$ cat config.mk
export PLATFORM = sky130hd
export DESIGN_NAME = instr_fetch_unit
export DESIGN_NICKNAME = d
export VERILOG_FILES = /design/src/rtl/core_pkg.sv /design/src/rtl/jump_target_calc.sv /design/src/rtl/instr_fetch_unit.sv
export SDC_FILE = /design/constraint.sdc
export NUM_CORES = 1
export LEC_CHECK = 0
export BUFFER_PORTS_ARGS = -buffer_cell sky130_fd_sc_hd__buf_2
export CORE_MARGIN = 2
export CORE_UTILIZATION = 59
export CTS_BUF_LIST = sky130_fd_sc_hd__clkbuf_4 sky130_fd_sc_hd__clkbuf_8 sky130_fd_sc_hd__clkbuf_16
export DETAILED_ROUTE_END_ITERATION = 7
export GPL_ROUTABILITY_DRIVEN = 0
export MAX_ROUTING_LAYER = met4
export PLACE_DENSITY = 0.85
export RECOVER_POWER = 100
export SLEW_MARGIN = 5
export SYNTH_ARGS = -nofsm -noshare
export SYNTH_HDL_FRONTEND = slang
export SYNTH_SLANG_ARGS = --single-unit
$ cat constraint.sdc
create_clock -name Clk -period 5.9 [get_ports Clk]
set_clock_uncertainty 0.15 [all_clocks]
set_input_delay 1.77 -clock Clk [delete_from_list [all_inputs] [get_ports Clk]]
set_output_delay 1.77 -clock Clk [all_outputs]
set_load 0.005 [all_outputs]
$ cat src/rtl/core_pkg.sv
// Shared definitions for the 8-bit core: opcodes, instruction field positions
// and the fetch-stage state encoding.
package core_pkg;

    localparam logic [1:0] OP_ADD = 2'b00;
    localparam logic [1:0] OP_LW  = 2'b01;
    localparam logic [1:0] OP_SW  = 2'b10;
    localparam logic [1:0] OP_J   = 2'b11;

    localparam int OP_MSB  = 7;
    localparam int OP_LSB  = 6;
    localparam int IMM_MSB = 1;
    localparam int IMM_LSB = 0;

    typedef enum logic [1:0] {
        IDLE  = 2'd0,
        FETCH = 2'd1,
        HALT  = 2'd2
    } fetch_state_t;

    function automatic logic [1:0] get_op(input logic [7:0] instr);
        return instr[OP_MSB:OP_LSB];
    endfunction

    function automatic logic [1:0] get_imm(input logic [7:0] instr);
        return instr[IMM_MSB:IMM_LSB];
    endfunction

endpackage

$ cat src/rtl/jump_target_calc.sv
// Jump target = pc + 1 + sign-extended 2-bit immediate (mod 256), plus a flag
// for the self-jump idiom that marks program end.
module jump_target_calc (
    input  logic [7:0] pc,
    input  logic [1:0] imm,
    output logic [7:0] target,
    output logic       is_self
);

    logic [7:0] imm_sext;

    assign imm_sext = {{6{imm[1]}}, imm};
    assign target   = pc + 8'd1 + imm_sext;
    assign is_self  = (target == pc);

endmodule

$ cat src/rtl/instr_fetch_unit.sv
// Fetch stage: owns the PC, folds jumps locally and issues add/lw/sw to decode
// through a one-entry valid/ready register.
module instr_fetch_unit
    import core_pkg::*;
#(
    parameter logic [7:0] RESET_PC     = 8'h00,
    parameter bit         HALT_ON_SELF = 1'b1
) (
    input  logic       Clk,
    input  logic       Reset_n,
    input  logic       Run,
    output logic [7:0] Read_Address,
    input  logic [7:0] Instruction,
    output logic [7:0] IR,
    output logic [7:0] IR_PC,
    output logic       IR_Valid,
    input  logic       Dec_Ready,
    output logic       Halted,
    output logic [7:0] Fetch_Count
);

    fetch_state_t state, next_state;
    logic [7:0]   pc;
    logic [7:0]   jump_target;
    logic         jump_is_self;
    logic         is_jump;
    logic         slot_free;
    logic         fetch_en;
    logic         do_issue;
    logic         do_jump;
    logic         halt_jump;

    jump_target_calc u_jump_target_calc (
        .pc      (pc),
        .imm     (get_imm(Instruction)),
        .target  (jump_target),
        .is_self (jump_is_self)
    );

    assign Read_Address = pc;
    assign is_jump      = (get_op(Instruction) == OP_J);
    assign slot_free    = !IR_Valid || Dec_Ready;

    // NOTE: sequential state uses non-blocking assignments so every register
    // samples pre-edge values regardless of process ordering.
    always_ff @(posedge Clk or negedge Reset_n) begin
        if (!Reset_n) state <= IDLE;
        else          state <= next_state;
    end

    // NOTE: next_state gets a default before the case so no path leaves it
    // unassigned, which would otherwise infer a latch.
    always_comb begin
        next_state = state;
        case (state)
            IDLE:    if (Run) next_state = FETCH;
            FETCH:   if (halt_jump) next_state = HALT;
            HALT:    next_state = HALT;
            default: next_state = IDLE;
        endcase
    end

    always_comb begin
        fetch_en  = (state == FETCH) && Run && slot_free;
        do_issue  = fetch_en && !is_jump;
        do_jump   = fetch_en && is_jump;
        halt_jump = do_jump && jump_is_self && HALT_ON_SELF;
        Halted    = (state == HALT);
    end

    // The self-jump that parks the unit leaves the PC on the halting jump.
    always_ff @(posedge Clk or negedge Reset_n) begin
        if (!Reset_n) begin
            pc <= RESET_PC;
        end else if (do_issue) begin
            pc <= pc + 8'd1;
        end else if (do_jump && !halt_jump) begin
            pc <= jump_target;
        end
    end

    // Refill wins over drain, so a transfer and a new issue share one edge.
    always_ff @(posedge Clk or negedge Reset_n) begin
        if (!Reset_n) begin
            IR          <= 8'h00;
            IR_PC       <= 8'h00;
            IR_Valid    <= 1'b0;
            Fetch_Count <= 8'h00;
        end else begin
            if (do_issue) begin
                IR          <= Instruction;
                IR_PC       <= pc;
                IR_Valid    <= 1'b1;
                Fetch_Count <= Fetch_Count + 8'd1;
            end else if (Dec_Ready) begin
                IR_Valid <= 1'b0;
            end
        end
    end

endmodule
==> impl_metrics.ini <==
[route]
vias = 1912
wl_per_cell_microns = 14.91
drt_iter0_markers = 141
ant_nets = 0
dr.pass1.iters = 5
drt_wl_total_microns = 5010
vias_per_cell = 5.690
drc = 0

[logic_synthesis]
syn_area_sq_um = 2310
muxShareOfSynthArea_pct = 1.788
synthXorXnorAreaFrac_pct = 12.19
synth_fa_ha_area_share_pct = 8.451
synth_top_cell_by_area = dfrtp_1
synth_cell_types = 52
synth_edf_count = 0
synth.most_common_cell = nand2_1
synth-simple-area-share_pct = 22.21
netlist_top_cells_area = dfrtp_1, nand2_1, ha_1, xnor2_1, nor2_1
netlist_instances = 246
synth_warnings = 0
synth_compound_area_share_pct = 12.62
yosys-top-cells-count = nand2_1, dfrtp_1, xnor2_1
avgSynthCellArea_sq_um = 9.389
seq_area_frac_synth_pct = 37.92
synth-seq-cells = 35
ys.flop_type = dfrtp_1
synthesis.nets = 273
netlist.area_leader.share_pct = 37.92
synth_top_family_by_area = simple AND/OR/NAND/NOR gates
async_flop_share_pct = 100.0

[job]
cap_violations = 1

[worst_setup_path]
r2r_cells = 12
critPathLaunchType = input pin
endpoint = state[1]$_DFFE_PN0P_
crit_start = Instruction[1]
critical_path_class = input pin to register
required_ns = 5.91
critPathCaptureType = register
r2r-start = Read_Address[0]$_DFFE_PN0P_
reg2reg_slack_ns = 2.31
cp_max_fo = 9
worst-endpoint-arrival_ns = 4.51
rr_endpoint = state[1]$_DFFE_PN0P_

[clock_tree]
hold_buffers = 0
clkSinkCount = 35
post_cts_resized = 0
root_buffer = clkbuf_8
h-tree-depth = 2
numCtsBuffers = 5
clk_latency_ns = 0.28
clkSlewWorstSetupHoldPaths_ns = 0.07
cts_buffer_depth = 2
cts_tree = built
postCtsSetupRepairBufs = 0

[grt]
grt-ovfl-total = 0
grt_use_total_pct = 25.17
grt_busiest_layer = met2
use_met1_pct = 33.01
antenna_found_initial = 0
grt_first_pass_wirelength_microns = 8280
grt_util_met3_pct = 4.561
grt_max_degree = 36
grt_pass1_vias = 1773
met2_usage_pct = 39.63

[die]
die_h_microns = 66.57
rows = 22
io_pins = 46
die_w_microns = 66.57
die-area_sq_um = 4432
core_area_sq_um = 3716
start_util_pct = 62.15

[sta]
slew_viol_final = 36
finalSetupTns_ns = 0
setup_viol = 0
rsz0062_at_grt = no
finalCritPeriodShare_pct = 76.26
worstMarginPinSlew_ns = 1.784
max_freq_mhz = 222.3
relSlewSlack_pct = -18.92
period_needed_ns = 4.499
hold_violations = 0

[cells_and_area]
antenna_cells = 0
fillers = 312
final_util_pct = 69.33
final_nets = 314
syn2layout_area_growth_pct = 11.54
multi_input_area_sq_um = 1316
drive_gt1_share_pct = 16.32
seqCellArea_sq_um = 875.8
fin_area_sq_um = 2576

[worst_hold_path]
hold_class = register to register

[place]
post-dp-hpwl_microns = 3854
dpl_cell_area_sq_um = 2521
port_buffers = 45

[run_status]
status = complete, but fails checks
failed_checks = max-capacitance violations, max-slew violations

[power]
power.leakage_nw = 1.250
power_density_nw_per_um2 = 591.8
ir_drop_uv = 367.7
==> worst min-delay path by stage <==
stage / startpoint / to / slack, ns / cells after the start
final: IR[5]$_DFFE_PN0P_ / IR[5]$_DFFE_PN0P_ / 0.32 / 2
after global routing: IR[5]$_DFFE_PN0P_ / IR[5]$_DFFE_PN0P_ / 0.34 / 2
after CTS: IR[5]$_DFFE_PN0P_ / IR[5]$_DFFE_PN0P_ / 0.32 / 2
after detailed placement: IR[5]$_DFFE_PN0P_ / IR[5]$_DFFE_PN0P_ / 0.31 / 2
after global placement: IR_PC[3]$_DFFE_PN0P_ / IR_PC[3]$_DFFE_PN0P_ / 0.30 / 2
after floorplan: Fetch_Count[7]$_DFFE_PN0P_ / Fetch_Count[7]$_DFFE_PN0P_ / 0.32 / 1
==> cells by family (layout without fill, tap and decap cells) <==
family	after synthesis	in the layout
fa+ha+maj	15	15
xor+xnor	28	28
mux	4	4
buf+inv	20	62
compound gates	37	37
flops	35	35
simple gates	107	107
==> power breakdown <==
group / switching [mW] / total [mW] / internal (mW)
Combinational: 0.474 / 0.910 / 0.436
Clock: 0.0776 / 0.169 / 0.0919
Sequential: 0.111 / 0.445 / 0.335
Total: 0.662 / 1.52 / 0.863
==> sequential cells by signal, indices dropped and copies added, names as in the netlist <==
name	cells
IR	8
IR_PC	8
Fetch_Count	8
Read_Address	8
IR_Valid	1
state	2
==> layout by cell type, fill, tap and decap left out, types with 2 or more instances in the layout <==
cell type,instances
o22ai_1,4
nand4_1,4
ha_1,14
a2bb2oi_1,3
xnor2_1,19
xor2_1,6
a21oi_1,7
nand3_1,9
inv_1,8
and4_4,2
clkbuf_4,2
and3_1,3
nor3_1,4
mux2i_1,3
nand2_1,54
clkbuf_8,5
o211ai_1,2
o21ai_0,8
clkbuf_1,19
nor2_1,18
dfrtp_1,35
a211oi_1,2
buf_2,26
==> stage by stage <==
| step | setup WS (ns) | total power, mW | instances | hold slack [ns] |
|---|---|---|---|---|
| floorplan | 1.788 | 1.144 | 246 | 0.3184 |
| global placement | 1.524 | 1.340 | 328 | 0.3013 |
| detailed placement | 1.421 | 1.369 | 328 | 0.3080 |
| CTS | 1.686 | 1.545 | 336 | 0.3243 |
| global route | 1.133 | 1.661 | 336 | 0.3358 |
| finish | 1.401 | 1.525 | 336 | 0.3194 |
==> cell type report <==
type                            instances  area share [%]
Multi-Input combinational cell        191           51.09
Sequential cell                        35           34.00
Timing Repair Buffer                   46           7.965
Clock buffer                            7           3.254
Tap cell                               48           2.331
Inverter                                8           1.166
Clock inverter                          1          0.1943
==> layer usage <==
| metal | part of all wire, % | vias to the layer above |
|---|---|---|
| met1 | 45 | 914 |
| met4 | 0.64 | 0 |
| met2 | 49 | 61 |
| li1 | - | 932 |
| met5 | 0 | - |
| met3 | 5.3 | 5 |
==> critical path, cell delays in order <==
cell and delay, ns:
clkbuf_1 0.37, inv_1 0.19, fa_1 0.61, xor2_1 0.15, o211ai_1 0.10, nor4_1 0.33
and3b_1 0.23, nand4_1 0.15, o22ai_1 0.23, mux2_2 0.36
(Power assumes the default switching activity.)
